$ cat src/rtl/serial_bit_source_if.sv
// Parallel word load channel into serial_bit_source.
// Handshake: a word transfers on a rising clk edge where load_valid && load_ready.
interface serial_bit_source_if #(
  parameter int WIDTH = 8
);
  logic [WIDTH-1:0] load_data;
  logic             load_valid;
  logic             load_ready;

  modport master (output load_data, output load_valid, input load_ready);
  modport slave  (input load_data, input load_valid, output load_ready);
endinterface

$ cat src/rtl/serial_bit_source.sv
// Serializes parallel words MSB-first onto x, one bit per clk, with back-to-back streaming.
// Optional macro SERIAL_PARITY_EN appends one even-parity bit after each word.
module serial_bit_source #(
  parameter int   WIDTH      = 8,
  parameter logic IDLE_LEVEL = 1'b0
) (
  input  logic                clk,
  input  logic                reset,
  serial_bit_source_if.slave  load,
  output logic                x,
  output logic                x_valid,
  output logic [15:0]         word_count,
  output logic [1:0]          fsm_state
);

  typedef enum logic [1:0] {
    IDLE   = 2'd0,
    SHIFT  = 2'd1,
    PARITY = 2'd2
  } state_t;

  localparam int            CW       = (WIDTH > 1) ? $clog2(WIDTH) : 1;
  localparam logic [CW-1:0] LAST_CNT = CW'(WIDTH - 1);

  state_t           state_q, state_d;
  logic [WIDTH-1:0] sreg_q, sreg_d;
  logic [CW-1:0]    cnt_q, cnt_d;
  logic             x_d, x_valid_d;
  logic [15:0]      word_count_d;
  logic             ready_c;
`ifdef SERIAL_PARITY_EN
  logic             par_q, par_d;
`endif

  assign fsm_state = state_q;
  // Reset is folded in so the channel never looks ready while held in reset.
  assign load.load_ready = reset & ready_c;

  always_comb begin
    state_d      = state_q;
    sreg_d       = sreg_q;
    cnt_d        = cnt_q;
    x_d          = x;
    x_valid_d    = x_valid;
    word_count_d = word_count;
    ready_c      = 1'b0;
`ifdef SERIAL_PARITY_EN
    par_d        = par_q;
`endif
    case (state_q)
      IDLE: ready_c = 1'b1;
      SHIFT: begin
        if (cnt_q != '0) begin
          x_d    = sreg_q[WIDTH-1];
          sreg_d = sreg_q << 1;
          cnt_d  = cnt_q - CW'(1);
        end else begin
`ifdef SERIAL_PARITY_EN
          state_d   = PARITY;
          x_d       = par_q;
          x_valid_d = 1'b1;
`else
          ready_c      = 1'b1;
          word_count_d = word_count + 16'd1;
          state_d      = IDLE;
          x_d          = IDLE_LEVEL;
          x_valid_d    = 1'b0;
`endif
        end
      end
`ifdef SERIAL_PARITY_EN
      PARITY: begin
        ready_c      = 1'b1;
        word_count_d = word_count + 16'd1;
        state_d      = IDLE;
        x_d          = IDLE_LEVEL;
        x_valid_d    = 1'b0;
      end
`endif
      default: state_d = IDLE;
    endcase

    // An accept overrides the retire-to-IDLE path, giving gapless streaming.
    if (ready_c && load.load_valid) begin
      state_d   = SHIFT;
      x_d       = load.load_data[WIDTH-1];
      x_valid_d = 1'b1;
      sreg_d    = load.load_data << 1;
      cnt_d     = LAST_CNT;
`ifdef SERIAL_PARITY_EN
      par_d     = ^load.load_data;
`endif
    end
  end

  always_ff @(posedge clk or negedge reset) begin
    if (!reset) begin
      state_q    <= IDLE;
      sreg_q     <= '0;
      cnt_q      <= '0;
      x          <= IDLE_LEVEL;
      x_valid    <= 1'b0;
      word_count <= 16'd0;
`ifdef SERIAL_PARITY_EN
      par_q      <= 1'b0;
`endif
    end else begin
      state_q    <= state_d;
      sreg_q     <= sreg_d;
      cnt_q      <= cnt_d;
      x          <= x_d;
      x_valid    <= x_valid_d;
      word_count <= word_count_d;
`ifdef SERIAL_PARITY_EN
      par_q      <= par_d;
`endif
    end
  end

endmodule

$ cat src/flat_wrapper.sv
// flat-port wrapper written by rule: the top's interface ports become plain ports
module serial_bit_source_flat 
#(
  parameter int   WIDTH      = 8,
  parameter logic IDLE_LEVEL = 1'b0
)
  (clk, reset, x, x_valid, word_count, fsm_state, load_load_data, load_load_valid, load_load_ready);
  serial_bit_source_if #(.WIDTH(WIDTH)) load_i ();
  input  logic clk;
  input  logic reset;
  output logic x;
  output logic x_valid;
  output logic [15:0] word_count;
  output logic [1:0] fsm_state;
  input wire logic [$bits(load_i.load_data)-1:0] load_load_data;
  input wire logic [$bits(load_i.load_valid)-1:0] load_load_valid;
  output wire logic [$bits(load_i.load_ready)-1:0] load_load_ready;
  assign load_i.load_data = load_load_data;
  assign load_i.load_valid = load_load_valid;
  assign load_load_ready = load_i.load_ready;
  serial_bit_source #(.WIDTH(WIDTH), .IDLE_LEVEL(IDLE_LEVEL)) u_core (.clk(clk), .reset(reset), .load(load_i), .x(x), .x_valid(x_valid), .word_count(word_count), .fsm_state(fsm_state));
endmodule
$ cat config.mk
export PLATFORM = sky130hd
export DESIGN_NAME = serial_bit_source_flat
export DESIGN_NICKNAME = d
export VERILOG_FILES = /design/src/rtl/serial_bit_source_if.sv /design/src/rtl/serial_bit_source.sv /design/src/flat_wrapper.sv
export SDC_FILE = /design/constraint.sdc
export NUM_CORES = 1
export LEC_CHECK = 0
export CAP_MARGIN = 20
export CORE_MARGIN = 8
export CORE_UTILIZATION = 41
export DETAILED_ROUTE_END_ITERATION = 6
export PLACE_DENSITY_LB_ADDON = 0.25
export SKIP_LAST_GASP = 1
export SYNTH_ARGS = -nofsm -noshare
export SYNTH_HDL_FRONTEND = slang
export SYNTH_SLANG_ARGS = --single-unit
$ cat constraint.sdc
create_clock -name clk -period 1.8 [get_ports clk]
set_clock_uncertainty 0.15 [all_clocks]
set_input_delay 0.27 -clock clk [delete_from_list [all_inputs] [get_ports clk]]
set_output_delay 0.27 -clock clk [all_outputs]
set_load 0.01 [all_outputs]
==> metrics.md <==
| Metric | Value |
|---|---|
| Commonest non-fill, non-tap cell in the layout | `clkdlybuf4s50_1` |
| Largest net degree at the start of global routing | `29` |
| Pins Over Slew Limit | `0` |
| Cell variety after synth | `28` |
| Post-route cell area | `0.00181 mm^2` |
| Cells after Synth | `between 100 and 150` |
| Largest delay share family, worst path | `flip-flops` |
| Drt drc | `0` |
| Fin util | `59.3%` |
| Crit path DAT | `approximately 1.4 ns` |
| Final Hold Vio Count | `0` |
| Die width | `roughly 72 um` |
| Reg2reg setup slack | `approximately 0.040 ns` |
| Peak supply drop | `about 730 uV` |
| Maximum root-to-sink buffer count | `2` |
| Initial antenna violation count | `0` |
| Ys async rst share | `100%` |
| CTS tree | `yes` |
| Routed len/inst | `between 10 and 15 um` |
| Grt total ovfl | `0` |
| CP endpoint | `load_load_ready` |
| GP Congestion | `0.744` |
| Critical path depth | `6` |
| First-pass GRT wire length | `roughly 4.6 mm` |
| Number of global-route vias before repair | `around 1,000` |
| I/O Pins | `32` |
| Mapped Nets | `130` |
| R2R depth | `8` |
| Pleak | `~0.79 nW` |
| Crit Path Max Fanout | `2` |
| Drt total wl | `2.62 mm` |
| Minimum clock period | `roughly 1.8 ns` |
| Mean Syn Cell Area | `11.3 um^2` |
| Worst Path Required | `roughly 1.4 ns` |
| P&R area growth vs syn | `38.5%` |
| Worst R2R Start | `u_core.cnt_q[0]$_DFFE_PN0P_` |
| Register area share after synthesis | `53.6%` |
| Vias per inst | `about 4.8` |
| FMAX | `555 MHz` |
| Initial DRC count | `between 60 and 70` |
| CP Launch Type | `flop` |
| Fraction of layout cells with a size suffix above 1 | `around a quarter` |
| Worst-path cell chain | `inv_2, ha_4, ha_4, nor2b_4, nor2b_2, buf_2` |
| Status | `finished with violations` |
| Worst R2R End | `u_core.word_count[14]$_DFFE_PN0P_` |
| Die H | `slightly above 70 um` |
| Failing checks | `setup timing` |
| Starting Density | `a little over two fifths` |
| Worst skew pair latency | `roughly 0.32 ns` |
| Total GRT Usage | `around 11%` |
| Die area | `0.00525 mm^2` |
| Pre-Repair DR Iteration Count | `2` |
| HPWL after DPL | `1.98 mm` |
| Number of synthesized flops with an enable pin | `0` |
| Vias post-DR | `roughly 960` |
| Antenna violation net count after detailed routing | `0` |
| Htree depth | `1` |
| Post-synth top flop | `dfrtp_1` |
| Yosys reg bits | `28` |
| Core area | `slightly above 0.003 mm^2` |
| Most frequent cells in the layout | `clkdlybuf4s50_1 (27), dfrtp_1 (24), nand2_1 (13)` |
| CP max-delay cell | `dfrtp_1` |
| Sink Count | `28` |
| Final period utilization | `100%` |
| Ant. Diodes | `0` |
| Worst path bufs/invs | `2` |
| Share of the synthesized area in the top cell type | `53.6%` |
| Rows | `20` |
| Area contributors post-synth | `dfrtp_1 (54%), xnor2_1 (7.4%), mux2i_1 (6.1%)` |
| Crit path kind | `reg -> out` |
| Final Worst Setup Slack | `-0.00210 ns` |
| Ys Warns | `0` |
| Final setup fails | `1` |
| Max-cap violation count | `0` |
| Critical Path Start | `u_core.cnt_q[0]$_DFFE_PN0P_` |
| Hold WC Path Type | `in -> async` |
| Cell taking the most area after synthesis | `dfrtp_1` |
| Unrepaired setup endpoints after global routing | `yes` |
| WHS | `about 0.24 ns` |
| Largest stage delay, worst path | `0.40 ns` |
| Pwr Density | `roughly 1100 mW/mm^2` |
| CP most frequent cell | `ha_4` |
| TritonCTS buffer count | `3` |
| Clk root buf | `clkbuf_4` |
| Dpl cell area | `between 0.0015 and 0.002 mm^2` |
| Post-Syn Area | `approximately 0.0013 mm^2` |
| Nets | `around 170` |
| Port Buf Inserts | `30` |
| Worst Setup End Kind | `output pin` |
| Worst-path clk slew | `roughly 0.15 ns` |
[synthesized netlist by cell type (all sizes together), types with 2 or more instances]
cell type,number
dfrtp,28
nand2,14
xnor2,11
mux2i,8
o21ai,7
nand3,6
nor3,5
nor2,4
xor2,4
a21oi,3
and3,3
buf,3
ha,3
inv,3
nand4,3
nor2b,3
clkbuf,2
or2,2
[metrics by stage]
stage | instances | setup TNS (ns) | power, mW | setup WS (ns)
after global placement | 194 | -0.165 | 1.52 | -0.165
after global routing | 200 | -0.148 | 2.07 | -0.0691
final | 200 | -0.00210 | 1.91 | -0.00210
after CTS | 199 | -0.0517 | 1.93 | -0.0517
after detailed placement | 194 | -0.390 | 1.55 | -0.149
after floorplan | 116 | 0 | 1.24 | 0.0347
[kinds of logic (layout without fill, tap and decap cells)]
kind of cell	Yosys count	in the layout	synth area share [%]
buffers and inverters	8	48	2.97
other	1	1	0.287
and+or+nand+nor	41	41	18.7
adders and majority gates	3	3	2.87
muxes	9	9	6.99
DFF	28	28	53.6
AOI/OAI and AO/OA	11	11	4.50
xor gates and xnor gates	15	15	10.1
[report_power, final]
part           switching [mW]  internal [mW]  total [mW]
Combinational           0.347          0.381       0.728
Clock                   0.180          0.124       0.303
Sequential              0.105          0.777       0.882
Total                   0.632           1.28        1.91
[routing by layer]
| metal | track usage, % | share of wire [%] | vias to the layer above |
|---|---|---|---|
| li1 | - | - | 468 |
| met1 | 13.6 | 44 | 474 |
| met2 | 17.8 | 50 | 19 |
| met3 | 2.62 | 5.1 | 2 |
| met4 | 4.00 | 0.80 | 0 |
| met5 | 0 | 0 | - |
[repair_timing]
item,CTS,global route
pin swaps,3,4
gates resized for setup,14,10
hold buffers,0,0
cloned,0,0
endpoints found under the setup margin,11,15
buffers inserted,1,2
[cell type report]
| cell class | count | area [um^2] |
|---|---|---|
| Fill cell | 284 | 1240 |
| Sequential cell | 28 | 706 |
| Multi-Input combinational cell | 80 | 622 |
| Timing Repair Buffer | 41 | 379 |
| Tap cell | 44 | 55.1 |
| Clock buffer | 4 | 36.3 |
| Inverter | 3 | 11.3 |
[worst min path at each step]
stage	start	depth (start not counted)	end	slack (ns)
after floorplan	reset	0	u_core.cnt_q[0]$_DFFE_PN0P_	-0.18
after global placement	u_core.word_count[15]$_DFFE_PN0P_	1	u_core.word_count[15]$_DFFE_PN0P_	0.30
after detailed placement	u_core.word_count[15]$_DFFE_PN0P_	1	u_core.word_count[15]$_DFFE_PN0P_	0.32
after CTS	reset	2	u_core.sreg_q[3]$_DFFE_PN0P_	0.26
after global routing	reset	2	u_core.sreg_q[3]$_DFFE_PN0P_	0.30
final	reset	2	u_core.sreg_q[3]$_DFFE_PN0P_	0.24
[flip-flops by register name, indices dropped and copies added (netlist names)]
signal and count:
u_core.cnt_q 3, u_core.sreg_q 7, u_core.word_count 16, u_core.x 1
u_core.x_valid 1
[worst reg2reg max path, cell delays in order, from the launching register on]
cell and delay [ns]:
dfrtp_1 0.42, inv_2 0.08, ha_4 0.14, ha_4 0.14, buf_4 0.14, nand2_4 0.07
nor4_4 0.26, nand4_1 0.15, xnor2_1 0.14
No activity file was read; power rests on OpenSTA's default activity.
